==> src/rtl/wake_ctrl.sv <==
`default_nettype none
// ============================================================================
// Module : wake_ctrl
// Desc   : Keyword-hit debouncer driving a wake line with sustain/cooldown.
//          Define WAKE_CTRL_COUNT_EN to add the saturating wake_count_o port.
// Rev    : 1.0  initial release
// ============================================================================
module wake_ctrl #(
    parameter int NUM_CLASSES = 3,
    parameter int KEYWORD_IDX = 0,
    parameter int HITS_BW     = 4,
    parameter int SUSTAIN_BW  = 16,
    parameter int COOLDOWN_BW = 16,
    parameter int GAP_TIMEOUT = 256
) (
    input  logic                   clk_i,
    input  logic                   rst_i,
    input  logic [NUM_CLASSES-1:0] data_i,
    input  logic                   valid_i,
    input  logic                   last_i,
    output logic                   ready_o,
    input  logic [HITS_BW-1:0]     cfg_hits_i,
    input  logic [SUSTAIN_BW-1:0]  cfg_sustain_i,
    input  logic [COOLDOWN_BW-1:0] cfg_cooldown_i,
    output logic                   wake_o,
    output logic                   wake_pulse_o,
`ifdef WAKE_CTRL_COUNT_EN
    output logic [7:0]             wake_count_o,
`endif
    output logic [1:0]             state_o
);

    localparam int                     GAP_BW   = (GAP_TIMEOUT > 1) ? $clog2(GAP_TIMEOUT) : 1;
    localparam logic [GAP_BW-1:0]      GAP_LAST = GAP_BW'(GAP_TIMEOUT - 1);
    localparam logic [GAP_BW-1:0]      GAP_ONE  = 1;
    localparam logic [HITS_BW-1:0]     HITS_ONE = 1;
    localparam logic [HITS_BW:0]       HIT_INC  = 1;
    localparam logic [SUSTAIN_BW-1:0]  SUS_ONE  = 1;
    localparam logic [COOLDOWN_BW-1:0] COOL_ONE = 1;

    typedef enum logic [1:0] {
        ST_IDLE     = 2'd0,
        ST_ARM      = 2'd1,
        ST_WAKE     = 2'd2,
        ST_COOLDOWN = 2'd3
    } state_t;

    state_t                 r_state;
    logic [HITS_BW-1:0]     r_hits;
    logic [HITS_BW-1:0]     r_hit_cnt;
    logic [GAP_BW-1:0]      r_gap_cnt;
    logic [SUSTAIN_BW-1:0]  r_sustain_cnt;
    logic [COOLDOWN_BW-1:0] r_cooldown;
    logic [COOLDOWN_BW-1:0] r_cool_cnt;

    logic                   w_accept;
    logic                   w_hit;
    logic                   w_enter_wake;
    logic                   w_unused_data;
    logic [HITS_BW-1:0]     w_eff_hits;
    logic [HITS_BW:0]       w_hit_next;
    logic [SUSTAIN_BW-1:0]  w_sustain_m1;

    assign w_accept      = valid_i && ready_o;
    assign w_hit         = w_accept && data_i[KEYWORD_IDX];
    assign w_unused_data = ^data_i;
    assign w_eff_hits    = (cfg_hits_i == '0) ? HITS_ONE : cfg_hits_i;
    assign w_hit_next    = {1'b0, r_hit_cnt} + HIT_INC;
    assign w_sustain_m1  = (cfg_sustain_i == '0) ? '0 : (cfg_sustain_i - SUS_ONE);

    // A threshold-completing hit is handled ahead of the per-state logic.
    assign w_enter_wake  = w_hit &&
                           (((r_state == ST_IDLE) && (w_eff_hits == HITS_ONE)) ||
                            ((r_state == ST_ARM)  && (w_hit_next == {1'b0, r_hits})));

    assign state_o = r_state;

    always_ff @(posedge clk_i) begin
        if (rst_i) begin
            r_state       <= ST_IDLE;
            r_hits        <= '0;
            r_hit_cnt     <= '0;
            r_gap_cnt     <= '0;
            r_sustain_cnt <= '0;
            r_cooldown    <= '0;
            r_cool_cnt    <= '0;
            ready_o       <= 1'b0;
            wake_o        <= 1'b0;
            wake_pulse_o  <= 1'b0;
        end else begin
            ready_o      <= 1'b1;
            wake_pulse_o <= 1'b0;
            if (w_enter_wake) begin
                if (r_state == ST_IDLE) begin
                    r_hits <= w_eff_hits;
                end
                r_state       <= ST_WAKE;
                r_hit_cnt     <= '0;
                r_gap_cnt     <= '0;
                r_sustain_cnt <= w_sustain_m1;
                r_cooldown    <= cfg_cooldown_i;
                wake_o        <= 1'b1;
                wake_pulse_o  <= 1'b1;
            end else begin
                case (r_state)
                    ST_IDLE: begin
                        if (w_hit && !last_i) begin
                            r_state   <= ST_ARM;
                            r_hits    <= w_eff_hits;
                            r_hit_cnt <= HITS_ONE;
                            r_gap_cnt <= '0;
                        end
                    end
                    ST_ARM: begin
                        if (w_accept) begin
                            r_gap_cnt <= '0;
                            if (w_hit && !last_i) begin
                                r_hit_cnt <= w_hit_next[HITS_BW-1:0];
                            end else begin
                                r_state   <= ST_IDLE;
                                r_hit_cnt <= '0;
                            end
                        end else if (r_gap_cnt == GAP_LAST) begin
                            r_state   <= ST_IDLE;
                            r_hit_cnt <= '0;
                            r_gap_cnt <= '0;
                        end else begin
                            r_gap_cnt <= r_gap_cnt + GAP_ONE;
                        end
                    end
                    ST_WAKE: begin
                        if (r_sustain_cnt == '0) begin
                            wake_o <= 1'b0;
                            if (r_cooldown != '0) begin
                                r_state    <= ST_COOLDOWN;
                                r_cool_cnt <= r_cooldown - COOL_ONE;
                            end else begin
                                r_state <= ST_IDLE;
                            end
                        end else begin
                            r_sustain_cnt <= r_sustain_cnt - SUS_ONE;
                        end
                    end
                    ST_COOLDOWN: begin
                        if (r_cool_cnt == '0) begin
                            r_state <= ST_IDLE;
                        end else begin
                            r_cool_cnt <= r_cool_cnt - COOL_ONE;
                        end
                    end
                    default: begin
                        r_state <= ST_IDLE;
                    end
                endcase
            end
        end
    end

`ifdef WAKE_CTRL_COUNT_EN
    always_ff @(posedge clk_i) begin
        if (rst_i) begin
            wake_count_o <= 8'd0;
        end else if (w_enter_wake && (wake_count_o != 8'hFF)) begin
            wake_count_o <= wake_count_o + 8'd1;
        end
    end
`endif

endmodule
`default_nettype wire

==> config.mk <==
export PLATFORM = sky130hd
export DESIGN_NAME = wake_ctrl
export DESIGN_NICKNAME = d
export VERILOG_FILES = /design/src/rtl/wake_ctrl.sv
export SDC_FILE = /design/constraint.sdc
export NUM_CORES = 1
export LEC_CHECK = 0
export CAP_MARGIN = 25
export CELL_PAD_IN_SITES_DETAIL_PLACEMENT = 0
export CELL_PAD_IN_SITES_GLOBAL_PLACEMENT = 2
export CORE_MARGIN = 2
export CORE_UTILIZATION = 36
export DETAILED_ROUTE_END_ITERATION = 8
export PLACE_DENSITY_LB_ADDON = 0.15
export SETUP_SLACK_MARGIN = 0.02
export SYNTH_ARGS = -nofsm -noshare
export SYNTH_HDL_FRONTEND = slang
export SYNTH_SLANG_ARGS = --single-unit
==> constraint.sdc <==
create_clock -name clk_i -period 8.7 [get_ports clk_i]
set_input_delay 1.74 -clock clk_i [delete_from_list [all_inputs] [get_ports clk_i]]
set_output_delay 1.74 -clock clk_i [all_outputs]
set_load 0.005 [all_outputs]
==> run metrics <==
status=completed; finished layout cell area=0.00531 mm2; Detailed Routing Iterations Pass 1=4; FILL cells=1205; Slowest cell on crit path=or2_2; worst-path cell chain=clkdlybuf4s50_1, nand3_1, nand4b_1, nor4b_2, or2_2, o211ai_1, a221oi_1; max-slew violations=0; Avg Vias per Cell=5.71; CTS Root Cell=clkbuf_16; CTS Buf Count=9; starting density of the core=37.1%; core footprint=0.0121 mm2; Die Ht=116 um; Skew-Pair Late Insertion Delay=0.34 ns; Fmax=252 MHz; WS Path Type=input port to flip-flop; yosys warns=0; GP Congestion=0.799; CP max FO=28; synth top area cells=dfxtp_1 (31%), a21oi_1 (6.1%), nand2_1 (6.1%), nor2_1 (4.7%), nand3_1 (3.0%); DR WL/cell=17.0 um; hold endpoint=wake_o; die width=116 um; # port buffers=45; CTS Hold Bufs=0; H-tree levels=3; ANT nets after route=0; prevailing post-synth register cell=dfxtp_1; PnR Total Power=0.832 mW; Max-cap violations=0; Slew @ Worst Pin=0.974 ns; Leak Pwr=1.77 nW; PostCTS Resize Cnt=0; hold_sp=wake_o; crit path buf inv count=1; Tcrit/Tclk final=45.6%; share of cells above drive strength 1=7.68%; Post-CTS Setup Inserts=0; number of flops mapped to enable cells by yosys=0; placed cell areas=0.00498 mm2; largest net degree at the start of global routing=64; Yosys top cell area share=30.8%; r2r setup slk=5.30 ns; Crit. End Element=flip-flop; Post-Syn Area=0.00448 mm2; gr usage total=20.9%; Syn Nets=629; via count=4452; Peak VDD IR=0.0902 mV; CP startpoint kind=input port; Post-synth ARST share=0%; clock input transition at the sequential cells of the worst setup and hold paths=0.06 ns; CP delay by family, top=simple AND/OR/NAND/NOR gates; #FFs+latches synth=69; Final setup viols=0; dpl hpwl=9.20 mm; 1st-iter DRT viols=271; worst clock skew=0.00841 ns; Layout area overhead=18.6%; critical path's largest stage delay=0.54 ns; Synth Instances=581; post-synthesis area per instance=7.71 um2; final core area utilization=44.0%; CTS tree=done; GRT overflow=0; Power per Cell Area=157 mW/mm2; RSZ-0062 raised after global routing=false; nets=655; Die Area=0.0133 mm2; r2r endpoint=r_cool_cnt[12]; Hold Slack=0.451 ns; IO Count=48; dpl cells=764; Rows=40; Worst R2R Path Depth=10; register area share after synthesis=30.8%; final hold vios=0; first-pass GRT wire length=21.8 mm; Setup Slack @ Placement=4.41 ns; vias in the first global route=4157; DRC=0; slew margin rel.=34.8%; Hold Path Depth=2; number of diodes=0; Final WS setup=4.74 ns; final non-filler cell total=780; post-synth top area cell=dfxtp_1; Hold Path Class=flip-flop to flip-flop; setup TNS=0 ns; Worst EP arrival=4.21 ns; fin crit period=3.96 ns; DRT Wirelength=13.3 mm; Reg-to-Reg Start=state_o[0]; CP required=8.95 ns; Max clock buf depth=2; Yosys cell types=75; initial antenna violation count=0; TritonCTS Sinks=69
[worst max-delay path by stage]
stage,start,end,slack (ns),depth (start not counted)
after CTS,valid_i,r_sustain_cnt[14],4.73,7
after floorplan,cfg_sustain_i[5],r_sustain_cnt[7],5.31,6
final,valid_i,r_sustain_cnt[14],4.74,7
after detailed placement,valid_i,r_sustain_cnt[14],4.41,7
after global routing,valid_i,r_sustain_cnt[14],4.56,7
after global placement,valid_i,r_sustain_cnt[14],4.47,7
[cell usage after synthesis, types with 4 or more instances]
cell type and count:
a211oi_1 8, a21oi_1 55, a22oi_1 4, a31oi_1 13
a32oi_1 5, and2_1 4, and3_1 8, buf_2 11
buf_6 5, clkbuf_1 15, dfxtp_1 69, ha_1 5
inv_1 9, mux2_2 8, mux2i_1 8, nand2_1 73
nand2b_1 5, nand3_1 27, nand3b_1 7, nand4_1 13
nand4b_1 5, nor2_1 56, nor2b_1 5, nor3_1 18
nor3b_1 5, nor4_1 15, o211ai_1 4, o21ai_0 14
o31ai_1 7, or2_2 4, or3_1 9, xnor2_1 12
xor2_1 14
[worst register-to-register path, stage by stage, from the launching register on]
cell     delay, ns
dfxtp_1       0.80
and2_1        0.22
buf_4         0.31
mux2i_1       0.27
ha_1          0.38
and3_1        0.24
a32oi_1       0.10
nor3_2        0.33
mux2_2        0.38
a22oi_1       0.15
a21oi_1       0.09
[kinds of logic after synthesis]
logic type	after synthesis	share of synthesized area [%]
and+or+nand+nor	277	32.9
AOI/OAI and AO/OA	143	20.8
DFF	69	30.8
buffers and inverters	45	5.11
xor gates and xnor gates	26	5.09
muxes	16	3.80
adders and majority gates	5	1.40
[layer usage]
metal  vias to the layer above  wire (um)  GRT usage [%]
met3                        25        543           3.35
met1                      2098       6270           28.3
li1                       2221          -              -
met5                         -          0              0
met2                       108       6070           32.6
met4                         0        365           10.0
[layout by cell type (no fill, tap or decap), types with 3 or more instances in the layout]
cell type / instances
nand2_1: 73
dfxtp_1: 69
nor2_1: 55
a21oi_1: 55
clkdlybuf4s50_1: 44
nand3_1: 27
nor3_1: 18
nor4_1: 15
xor2_1: 14
o21ai_0: 14
nand4_1: 13
a31oi_1: 13
xnor2_1: 12
inv_1: 9
or3_1: 9
clkbuf_16: 9
mux2i_1: 8
a211oi_1: 8
mux2_2: 8
and3_1: 8
o31ai_1: 7
nand3b_1: 7
nand4b_1: 5
nor2b_1: 5
nor3b_1: 5
a32oi_1: 5
nand2b_1: 5
ha_1: 5
buf_4: 5
and2_1: 4
or2_2: 4
o211ai_1: 4
a22oi_1: 4
a211o_1: 3
o311ai_0: 3
or4_1: 3
a2111oi_0: 3
[cell type report]
class | instances | area, um2 | share of cell area, %
clock buffer | 12 | 256 | 4.83
timing repair buffer | 50 | 483 | 9.10
inverter | 10 | 37.5 | 0.707
tap | 168 | 210 | 3.96
sequential | 69 | 1380 | 26.0
multi-input combinational | 467 | 2870 | 54.1
clock inverter | 4 | 70.1 | 1.32
[sequential cells by signal, summed over array words and instances (netlist names)]
register and count:
ready_o 1, state_o 2, r_gap_cnt 8, r_cooldown 16
wake_o 1, wake_pulse_o 1, r_cool_cnt 16, r_sustain_cnt 16
r_hit_cnt 4, r_hits 4
[power by group]
part           switching [mW]  internal, mW  leakage [nW]
combinational          0.0455        0.0426          1.05
clock                   0.144         0.266         0.163
sequential             0.0115         0.323         0.558
total                   0.201         0.632          1.77
Note: power is estimated with default switching activity, not from simulation.
